$ cat src/rtl/alu_seq_multiplier_if.sv
// Start/busy/done handshake and operand/product bus between the control unit and the
// sequential multiplier.
interface alu_seq_multiplier_if #(
  parameter int BUS_SIZE = 16
) ();
  logic                start;
  logic [BUS_SIZE-1:0] op_a;
  logic [BUS_SIZE-1:0] op_b;
  logic                busy;
  logic                done;
  logic [BUS_SIZE-1:0] product_hi;
  logic [BUS_SIZE-1:0] product_lo;
  logic                zero;
  logic                hi_nonzero;

  modport master (
    output start, op_a, op_b,
    input  busy, done, product_hi, product_lo, zero, hi_nonzero
  );

  modport slave (
    input  start, op_a, op_b,
    output busy, done, product_hi, product_lo, zero, hi_nonzero
  );
endinterface

$ cat src/rtl/alu_seq_multiplier.sv
// Unsigned shift-and-add multiplier: one bit of the multiplier per cycle, sharing a single
// ripple Adder for every partial sum; the product is registered when DONE is entered.
module alu_seq_multiplier #(
  parameter int BUS_SIZE = 16
) (
  input  logic                  clk,
  input  logic                  reset_n,
  alu_seq_multiplier_if.slave   bus
);
  localparam int CNT_W = $clog2(BUS_SIZE) + 1;
  localparam logic [CNT_W-1:0] LAST_CNT = CNT_W'(BUS_SIZE - 1);

  typedef enum logic [1:0] {IDLE, RUN, DONE} state_e;

  state_e              state_q, state_d;
  logic [BUS_SIZE-1:0] mcand_q, mcand_d;
  logic [BUS_SIZE-1:0] acc_q, acc_d;
  logic [BUS_SIZE-1:0] mplr_q, mplr_d;
  logic [CNT_W-1:0]    cnt_q, cnt_d;
  logic [BUS_SIZE-1:0] prod_hi_q, prod_hi_d;
  logic [BUS_SIZE-1:0] prod_lo_q, prod_lo_d;
  logic                zero_q, zero_d;
  logic                hi_nz_q, hi_nz_d;

  logic [BUS_SIZE-1:0] add_sum;
  logic                add_c;
  logic [BUS_SIZE-1:0] shift_hi;
  logic [BUS_SIZE-1:0] shift_lo;

  Adder #(.WIDTH(BUS_SIZE)) u_adder (
    .a        (acc_q),
    .b        (mcand_q),
    .c_in     (1'b0),
    .sum      (add_sum),
    .overflow (add_c)
  );

  // Adder carry-out becomes the top bit of the shifted {acc,mplr}, so nothing wraps.
  assign shift_hi = mplr_q[0] ? {add_c, add_sum[BUS_SIZE-1:1]} : {1'b0, acc_q[BUS_SIZE-1:1]};
  assign shift_lo = {(mplr_q[0] ? add_sum[0] : acc_q[0]), mplr_q[BUS_SIZE-1:1]};

  always_comb begin
    state_d   = state_q;
    mcand_d   = mcand_q;
    acc_d     = acc_q;
    mplr_d    = mplr_q;
    cnt_d     = cnt_q;
    prod_hi_d = prod_hi_q;
    prod_lo_d = prod_lo_q;
    zero_d    = zero_q;
    hi_nz_d   = hi_nz_q;
    case (state_q)
      IDLE, DONE: begin
        if (bus.start) begin
          mcand_d = bus.op_a;
          mplr_d  = bus.op_b;
          acc_d   = '0;
          cnt_d   = '0;
          state_d = RUN;
        end else begin
          state_d = IDLE;
        end
      end
      RUN: begin
        acc_d  = shift_hi;
        mplr_d = shift_lo;
        cnt_d  = cnt_q + 1'b1;
        if (cnt_q == LAST_CNT) begin
          state_d   = DONE;
          prod_hi_d = shift_hi;
          prod_lo_d = shift_lo;
          zero_d    = ~|{shift_hi, shift_lo};
          hi_nz_d   = |shift_hi;
        end
      end
      default: state_d = IDLE;
    endcase
  end

  always_ff @(posedge clk) begin
    if (!reset_n) begin
      state_q   <= IDLE;
      mcand_q   <= '0;
      acc_q     <= '0;
      mplr_q    <= '0;
      cnt_q     <= '0;
      prod_hi_q <= '0;
      prod_lo_q <= '0;
      zero_q    <= 1'b1;
      hi_nz_q   <= 1'b0;
    end else begin
      state_q   <= state_d;
      mcand_q   <= mcand_d;
      acc_q     <= acc_d;
      mplr_q    <= mplr_d;
      cnt_q     <= cnt_d;
      prod_hi_q <= prod_hi_d;
      prod_lo_q <= prod_lo_d;
      zero_q    <= zero_d;
      hi_nz_q   <= hi_nz_d;
    end
  end

  assign bus.busy       = (state_q == RUN);
  assign bus.done       = (state_q == DONE);
  assign bus.product_hi = prod_hi_q;
  assign bus.product_lo = prod_lo_q;
  assign bus.zero       = zero_q;
  assign bus.hi_nonzero = hi_nz_q;
endmodule

// Ripple-carry adder; overflow is the carry out of the top bit.
module Adder #(
  parameter int WIDTH = 16
) (
  input  logic [WIDTH-1:0] a,
  input  logic [WIDTH-1:0] b,
  input  logic             c_in,
  output logic [WIDTH-1:0] sum,
  output logic             overflow
);
  always_comb begin
    logic c;
    sum = '0;
    c   = c_in;
    for (int i = 0; i < WIDTH; i++) begin
      sum[i] = a[i] ^ b[i] ^ c;
      c      = (a[i] & b[i]) | (c & (a[i] ^ b[i]));
    end
    overflow = c;
  end
endmodule

$ cat src/flat_wrapper.sv
// flat-port wrapper written by rule: the top's interface ports become plain ports
module alu_seq_multiplier_flat 
#(
  parameter int BUS_SIZE = 16
)
  (clk, reset_n, bus_start, bus_op_a, bus_op_b, bus_busy, bus_done, bus_product_hi, bus_product_lo, bus_zero, bus_hi_nonzero);
  alu_seq_multiplier_if #(.BUS_SIZE(BUS_SIZE)) bus_i ();
  input  logic clk;
  input  logic reset_n;
  input wire logic [$bits(bus_i.start)-1:0] bus_start;
  input wire logic [$bits(bus_i.op_a)-1:0] bus_op_a;
  input wire logic [$bits(bus_i.op_b)-1:0] bus_op_b;
  output wire logic [$bits(bus_i.busy)-1:0] bus_busy;
  output wire logic [$bits(bus_i.done)-1:0] bus_done;
  output wire logic [$bits(bus_i.product_hi)-1:0] bus_product_hi;
  output wire logic [$bits(bus_i.product_lo)-1:0] bus_product_lo;
  output wire logic [$bits(bus_i.zero)-1:0] bus_zero;
  output wire logic [$bits(bus_i.hi_nonzero)-1:0] bus_hi_nonzero;
  assign bus_i.start = bus_start;
  assign bus_i.op_a = bus_op_a;
  assign bus_i.op_b = bus_op_b;
  assign bus_busy = bus_i.busy;
  assign bus_done = bus_i.done;
  assign bus_product_hi = bus_i.product_hi;
  assign bus_product_lo = bus_i.product_lo;
  assign bus_zero = bus_i.zero;
  assign bus_hi_nonzero = bus_i.hi_nonzero;
  alu_seq_multiplier #(.BUS_SIZE(BUS_SIZE)) u_core (.clk(clk), .reset_n(reset_n), .bus(bus_i));
endmodule
$ cat config.mk
export PLATFORM = sky130hd
export DESIGN_NAME = alu_seq_multiplier_flat
export DESIGN_NICKNAME = d
export VERILOG_FILES = /design/src/rtl/alu_seq_multiplier_if.sv /design/src/rtl/alu_seq_multiplier.sv /design/src/flat_wrapper.sv
export SDC_FILE = /design/constraint.sdc
export NUM_CORES = 1
export LEC_CHECK = 0
export CAP_MARGIN = 25
export CORE_MARGIN = 1.5
export CORE_UTILIZATION = 30
export DETAILED_ROUTE_END_ITERATION = 10
export PLACE_DENSITY = 0.52
export SYNTH_ARGS = -nofsm -noshare
export SYNTH_HDL_FRONTEND = slang
export SYNTH_SLANG_ARGS = --single-unit
export TNS_END_PERCENT = 5
$ cat constraint.sdc
create_clock -name clk -period 14.1 [get_ports clk]
set_input_delay 1.41 -clock clk [delete_from_list [all_inputs] [get_ports clk]]
set_output_delay 1.41 -clock clk [all_outputs]
set_load 0.05 [all_outputs]
==> impl_metrics.csv, run 1 <==
group,metric,value,unit
status,status,"finished clean",
worst_setup_path,critical_path_buf_inv_count,4,
worst_setup_path,start_kind,"register",
detailed_routing,antenna_left,0,
detailed_routing,remaining_drc_errors,0,
global_route,grt_usage,15.0,%
timing,worstMarginPinSlew,0.987,ns
power_and_ir_drop,p_sw,0.137,mW
detailed_routing,dr_total_vias,3198,
power_and_ir_drop,switching_share,25.5,%
global_route,busiest_layer,"met2",
global_route,grt_max_degree,90,
job,max_cap_viol_count,0,
layout,nets,553,
worst_setup_path,arrival,8.57,ns
timing,grt_setup_unrepaired,"false",
detailed_routing,drt_pre_antenna_iters,4,
timing,final_max_slew_viol_count,0,
place,dp_slack,5.69,ns
timing,setup_violations,0,
worst_setup_path,critPathMaxFanout,3,
synth,syn_area,0.00405,mm2
global_route,grt_pass1_vias,3215,
worst_setup_path,required,14.33,ns
layout,layout-drive-gt1-share,5.15,%
detailed_routing,viasPerCell,4.70,
die,num_rows,42,
die,start_util,30.7,%
worst_setup_path,cp_slowest_stage_delay,0.51,ns
layout,syn_to_final_growth,26.9,%
power_and_ir_drop,p_seq_share,49.2,%
die,die_w,119,um
synth,ys_seq_elements,89,
power_and_ir_drop,p_per_area,105,mW/mm2
timing,setup_slack,5.76,ns
global_route,use_met3,3.16,%
cts,htreeDepth,3,
cts,ctsHoldBuffers,0,
cts,post_cts_buffers,0,
worst_setup_path,crit_type,"register to register",
timing,hold_viol_final,0,
synth,synth-main-ff-cell,"dfxtp_1",
detailed_routing,drt-initial-drc-count,179,
place,port_buffers,70,
timing,finClkSkew,0.00845,ns
place,gp_congestion,0.856,
synth,synth-async-reset-ratio,0,%
worst_setup_path,endpoint_kind,"register",
min_path,hold_class,"register to register",
die,core_area,0.0132,mm2
global_route,gr-usage-met2,22.4,%
power_and_ir_drop,power_frac_comb,9.6,%
power_and_ir_drop,intPower,0.401,mW
die,die-height,119,um
cts,cts_buffers,9,
cts,path_clk_slew,0.06,ns
worst_setup_path,cp_common_cell,"fa_1",
cts,cts-root-buf,"clkbuf_16",
synth,syn_area_per_cell,9.07,um2
global_route,grt_pass1_wl,16700,um
worst_setup_path,critPathTopFamily,"adder cells",
cts,clock_path_buffers,2,
worst_setup_path,path_cells,"ha_1 -> fa_1 -> fa_1 -> fa_1 -> fa_1 -> fa_1 -> inv_1 -> fa_1 -> fa_1 -> inv_1 -> fa_1 -> fa_1 -> fa_1 -> fa_1 -> fa_1 -> inv_1 -> fa_1 -> inv_1 -> fa_1 -> fa_1 -> or4_1 -> or3_1 -> a2111o_1 -> o211a_1",
power_and_ir_drop,vdd_drop_max,52.6,uV
cts,insertion_delay,0.34,ns
synth,yosysSeqAreaShare,44.0,%
die,die-area,0.0142,mm2
layout,fill_cells,1354,
cts,cts_tree,"built",
layout,insertedDiodeCount,0,
global_route,gr-total-overflow,0,
timing,setup_tns,0,ns
synth,netlist-cell-type-count,38,
cts,cts.sinks,89,
detailed_routing,wire_per_inst,14.9,um
timing,finalCritPeriodShare,59.2,%
timing,fmax,120,MHz
global_route,antenna_found_initial,0,
timing,layout_min_cycle_time,8.34,ns
synth,yosys_warnings,0,
timing,slew_headroom,34.2,%
die,ios,71,
power_and_ir_drop,clkPwrFrac,41.2,%
global_route,use_met1,21.4,%
synth,syn_nets,500,
synth,synth-edff-count,0,
power_and_ir_drop,p_leak,2.02,nW
place,place_hpwl,7070,um
synth,synthCells,447,
cts,ctsResizeCount,0,
detailed_routing,routed_wl,10100,um
worst_setup_path,slowest_stage,"or4_1",
## metrics by stage
stage	hold slack, ns	cell area, um2	util [%]	instances	power [mW]
after detailed placement	0.457	4870	36.9	665	0.323
after global routing	0.492	5140	39.0	681	0.562
after CTS	0.467	5140	39.0	681	0.548
after floorplan	0.443	4050	-	447	0.302
after global placement	0.456	4870	36.9	665	0.323
final	0.463	5140	39.0	681	0.539
## flip-flops by register name, indices dropped and copies added, names as in the netlist, 2 cells and up
signal / count
u_core.acc_q: 16
u_core.bus.product_hi: 16
u_core.bus.product_lo: 16
u_core.mcand_q: 16
u_core.mplr_q: 16
u_core.cnt_q: 5
u_core.state_q: 2
## cells by family after synthesis
kind of cell	synth area share, %
AO/OA/AOI/OAI	21.0
adder cells (fa/ha/maj)	8.33
buffers and inverters	4.75
flip-flops	44.0
multiplexers	3.24
AND/OR/NAND/NOR	18.8
## power groups by stage
stage / clock network [mW] / logic, mW / registers [mW]
final: 0.222 / 0.0518 / 0.265
after CTS: 0.230 / 0.0524 / 0.265
after global placement: 0 / 0.0520 / 0.271
after floorplan: 0 / 0.0331 / 0.268
after global routing: 0.238 / 0.0580 / 0.266
after detailed placement: 0 / 0.0522 / 0.271
## cell usage in the layout, fill, tap and decap left out, drive strengths merged, types with 4 or more instances in the layout
cell type / n
o211a: 13
mux2i: 12
nor3: 4
dfxtp: 89
a21boi: 53
nand2: 103
and2: 4
a22oi: 21
buf: 7
nor2: 23
clkdlybuf4s50: 69
inv: 12
clkbuf: 10
and3: 11
nor4: 5
fa: 15
o21a: 12
nor2b: 10
## cells in the mapped netlist, types with 2 or more instances
master      n  area, um2
nand2_1   103        387
dfxtp_1    89       1780
a21boi_0   53        398
clkbuf_1   23       86.3
nor2_1     23       86.3
a22oi_1    21        158
fa_1       15        300
o211a_1    13        130
mux2i_1    12        120
o21a_1     12       90.1
and3_1     11       68.8
inv_1      11       41.3
nor2b_1    10       62.6
nor4_1      5       31.3
and2_1      4       25.0
buf_1       4       15.0
buf_2       4       20.0
nor3_1      4       20.0
a21oi_1     3       15.0
ha_1        3       37.5
buf_4       2       15.0
nand2b_1    2       12.5
nand3_1     2       10.0
nand4_1     2       12.5
o21ai_0     2       10.0
or4_1       2       15.0
## final timing paths
check / from / end / slack [ns] / depth (start not counted)
max: u_core.acc_q[0] / u_core.bus.hi_nonzero / 5.76 / 24
min: u_core.bus.product_lo[12] / u_core.bus.product_lo[12] / 0.46 / 2
max reg2reg: u_core.acc_q[0] / u_core.bus.hi_nonzero / 5.76 / 24
min reg2reg: u_core.bus.product_lo[12] / u_core.bus.product_lo[12] / 0.46 / 2
## worst register-to-register path: cells and delay by family (launching register included)
family | cells | cell delay (ns)
AOI/OAI and AO/OA | 2 | 0.55
and+or+nand+nor | 2 | 0.83
buffers and inverters | 4 | 0.30
DFF | 1 | 0.32
adders and majority gates | 16 | 6.25
## per-layer routing
metal	vias up	share of wire, %	routed length (um)
li1	1625	-	-
met1	1518	52	5270
met2	48	43	4360
met3	7	3.6	361
met4	0	1.3	129
met5	-	0	0
## final cells by class
| class | count | area [um2] | area share, % |
|---|---|---|---|
| clock buffer | 10 | 229 | 4.45 |
| clock inverter | 6 | 45.0 | 0.876 |
| inverter | 12 | 45.0 | 0.876 |
| multi-input combinational | 312 | 2080 | 40.5 |
| sequential | 89 | 1780 | 34.6 |
| tap | 176 | 220 | 4.28 |
| timing repair buffer | 76 | 741 | 14.4 |
No activity file was read; power rests on OpenSTA's default activity.
==> run 2: changes to the inputs <==
Settings changed: PLACE_DENSITY 0.52 to 0.54.
Clock period 14.1 ns to 7.6 ns, I/O delays scaled along.
==> impl_metrics.csv, run 2 (synthesis gave the netlist of run 1 again) <==
group,metric,value,unit
status,status,"finished clean",
timing,setup_tns,0,ns
layout,regArea,0.00178,mm2
layout,layout-drive-gt1-share,8.10,%
detailed_routing,drt_pre_antenna_iters,4,
detailed_routing,drt-initial-drc-count,213,
power_and_ir_drop,p_per_area,192,mW/mm2
timing,finClkSkew,0.00689,ns
die,core_area,0.0132,mm2
layout,fill_cells,1343,
worst_setup_path,start_kind,"register",
cts,insertion_delay,0.34,ns
timing,hold_viol_final,0,
place,port_buffers,70,
power_and_ir_drop,p_sw,0.243,mW
place,place_hpwl,7090,um
cts,cts.sinks,89,
power_and_ir_drop,power_frac_comb,9.7,%
die,die-height,119,um
layout,instances_no_fill,682,
timing,setup_violations,0,
timing,slew_headroom,30.2,%
power_and_ir_drop,intPower,0.753,mW
detailed_routing,viasPerCell,4.71,
global_route,grt_max_degree,90,
worst_setup_path,arrival,7.59,ns
die,ios,71,
job,max_cap_viol_count,0,
global_route,grt_usage,15.0,%
power_and_ir_drop,switching_share,24.4,%
cts,clock_path_buffers,2,
global_route,gr-total-overflow,0,
place,dp.cells,666,
timing,grt_setup_unrepaired,"false",
timing,finalCritPeriodShare,96.8,%
power_and_ir_drop,design_power_total,0.996,mW
layout,layout_common_cells,"nand2_1 (103), dfxtp_1 (89), clkdlybuf4s50_1 (69)",
timing,worstMarginPinSlew,1.05,ns
worst_setup_path,critPathMaxFanout,2,
worst_setup_path,crit_type,"register to register",
die,start_util,30.7,%
cts,ctsHoldBuffers,0,
cts,path_clk_slew,0.06,ns
timing,fmax,136,MHz
detailed_routing,antenna_left,0,
min_path,hold_class,"register to register",
cts,cts-root-buf,"clkbuf_16",
layout,syn_to_final_growth,27.9,%
worst_setup_path,endpoint_kind,"register",
layout,final_common_cell,"nand2_1",
layout,insertedDiodeCount,0,
layout,nets,554,
place,gp_congestion,0.807,
detailed_routing,remaining_drc_errors,0,
cts,cts_buffers,9,
cts,post_cts_buffers,0,
detailed_routing,routed_wl,10100,um
power_and_ir_drop,clkPwrFrac,40.9,%
layout,multi_input_area,0.00211,mm2
detailed_routing,wire_per_inst,14.8,um
die,die-area,0.0142,mm2
global_route,grt_pass1_wl,16600,um
detailed_routing,dr_total_vias,3213,
power_and_ir_drop,p_leak,2.01,nW
die,num_rows,42,
worst_setup_path,required,7.83,ns
die,die_w,119,um
timing,final_max_slew_viol_count,0,
global_route,grt_pass1_vias,3168,
power_and_ir_drop,p_seq_share,49.4,%
cts,htreeDepth,3,
timing,layout_min_cycle_time,7.36,ns
power_and_ir_drop,vdd_drop_max,101,uV
global_route,antenna_found_initial,0,
cts,cts_tree,"built",
==> run 2: cell count changes in the layout (fill, tap and decap cells not counted), sizes merged <==
| cell | delta |
|---|---|
| buf | +1 |
| clkbuf | +2 |
| clkinv | -1 |
| clkinvlp | -1 |
==> run 2: worst paths after layout <==
check	startpoint	to	slack, ns	cells after the start
worst max-delay path	u_core.acc_q[0]	u_core.bus.hi_nonzero	0.24	24
worst min-delay path	u_core.bus.product_hi[12]	u_core.bus.product_hi[12]	0.46	2
worst min register to register	u_core.bus.product_hi[12]	u_core.bus.product_hi[12]	0.46	2
worst max register to register	u_core.acc_q[0]	u_core.bus.hi_nonzero	0.24	24
==> run 2: critical path: stages, from the launching register on <==
cell,delay [ns]
dfxtp_1,0.31
ha_1,0.21
fa_2,0.35
fa_2,0.36
fa_2,0.41
fa_2,0.41
fa_2,0.39
inv_2,0.07
fa_2,0.20
fa_1,0.17
inv_1,0.06
fa_2,0.39
fa_2,0.35
fa_2,0.35
fa_2,0.40
fa_2,0.39
inv_2,0.07
fa_1,0.18
inv_1,0.06
fa_2,0.35
fa_2,0.39
or4_1,0.50
or3_1,0.32
a2111o_1,0.41
o211a_1,0.14
==> run 2: power groups by stage <==
stage	Combinational [mW]	Sequential [mW]	Clock, mW
after floorplan	0.0617	0.498	0
after detailed placement	0.0967	0.503	0
final	0.0965	0.493	0.407
after CTS	0.0972	0.492	0.419
after global placement	0.0965	0.502	0
after global routing	0.107	0.495	0.441
==> run 2: cell type report <==
| type | instances | area share, % |
|---|---|---|
| multi-input cells | 312 | 40.8 |
| flip-flops and latches | 89 | 34.4 |
| repair buffers | 77 | 14.4 |
| clock buffers | 12 | 4.75 |
| well taps | 176 | 4.25 |
| inverters | 12 | 0.869 |
| clock inverters | 4 | 0.555 |
==> run 2: per-stage QoR <==
stage | worst slack (ns) | cell area [um2] | hold slack [ns] | utilization [%]
final | 0.243 | 5180 | 0.465 | 39.3
after global routing | 0.0145 | 5180 | 0.494 | 39.3
after CTS | 0.00188 | 5180 | 0.471 | 39.3
after detailed placement | -0.251 | 4900 | 0.462 | 37.1
after global placement | -0.141 | 4900 | 0.461 | 37.1
after floorplan | 0.0361 | 4080 | 0.443 | -
==> run 2: timing repair <==
item / CTS / global route
resized for setup: 5 / 1
pin swaps: 4 / 7
endpoints found under the setup margin: 2 / 2
==> run 2: routing by layer <==
| layer | GRT usage (%) | wire, um | vias up |
|---|---|---|---|
| met4 | 4.97 | 137 | 0 |
| met3 | 3.50 | 392 | 10 |
| li1 | - | - | 1626 |
| met5 | 0 | 0 | - |
| met2 | 22.5 | 4350 | 58 |
| met1 | 21.1 | 5220 | 1519 |
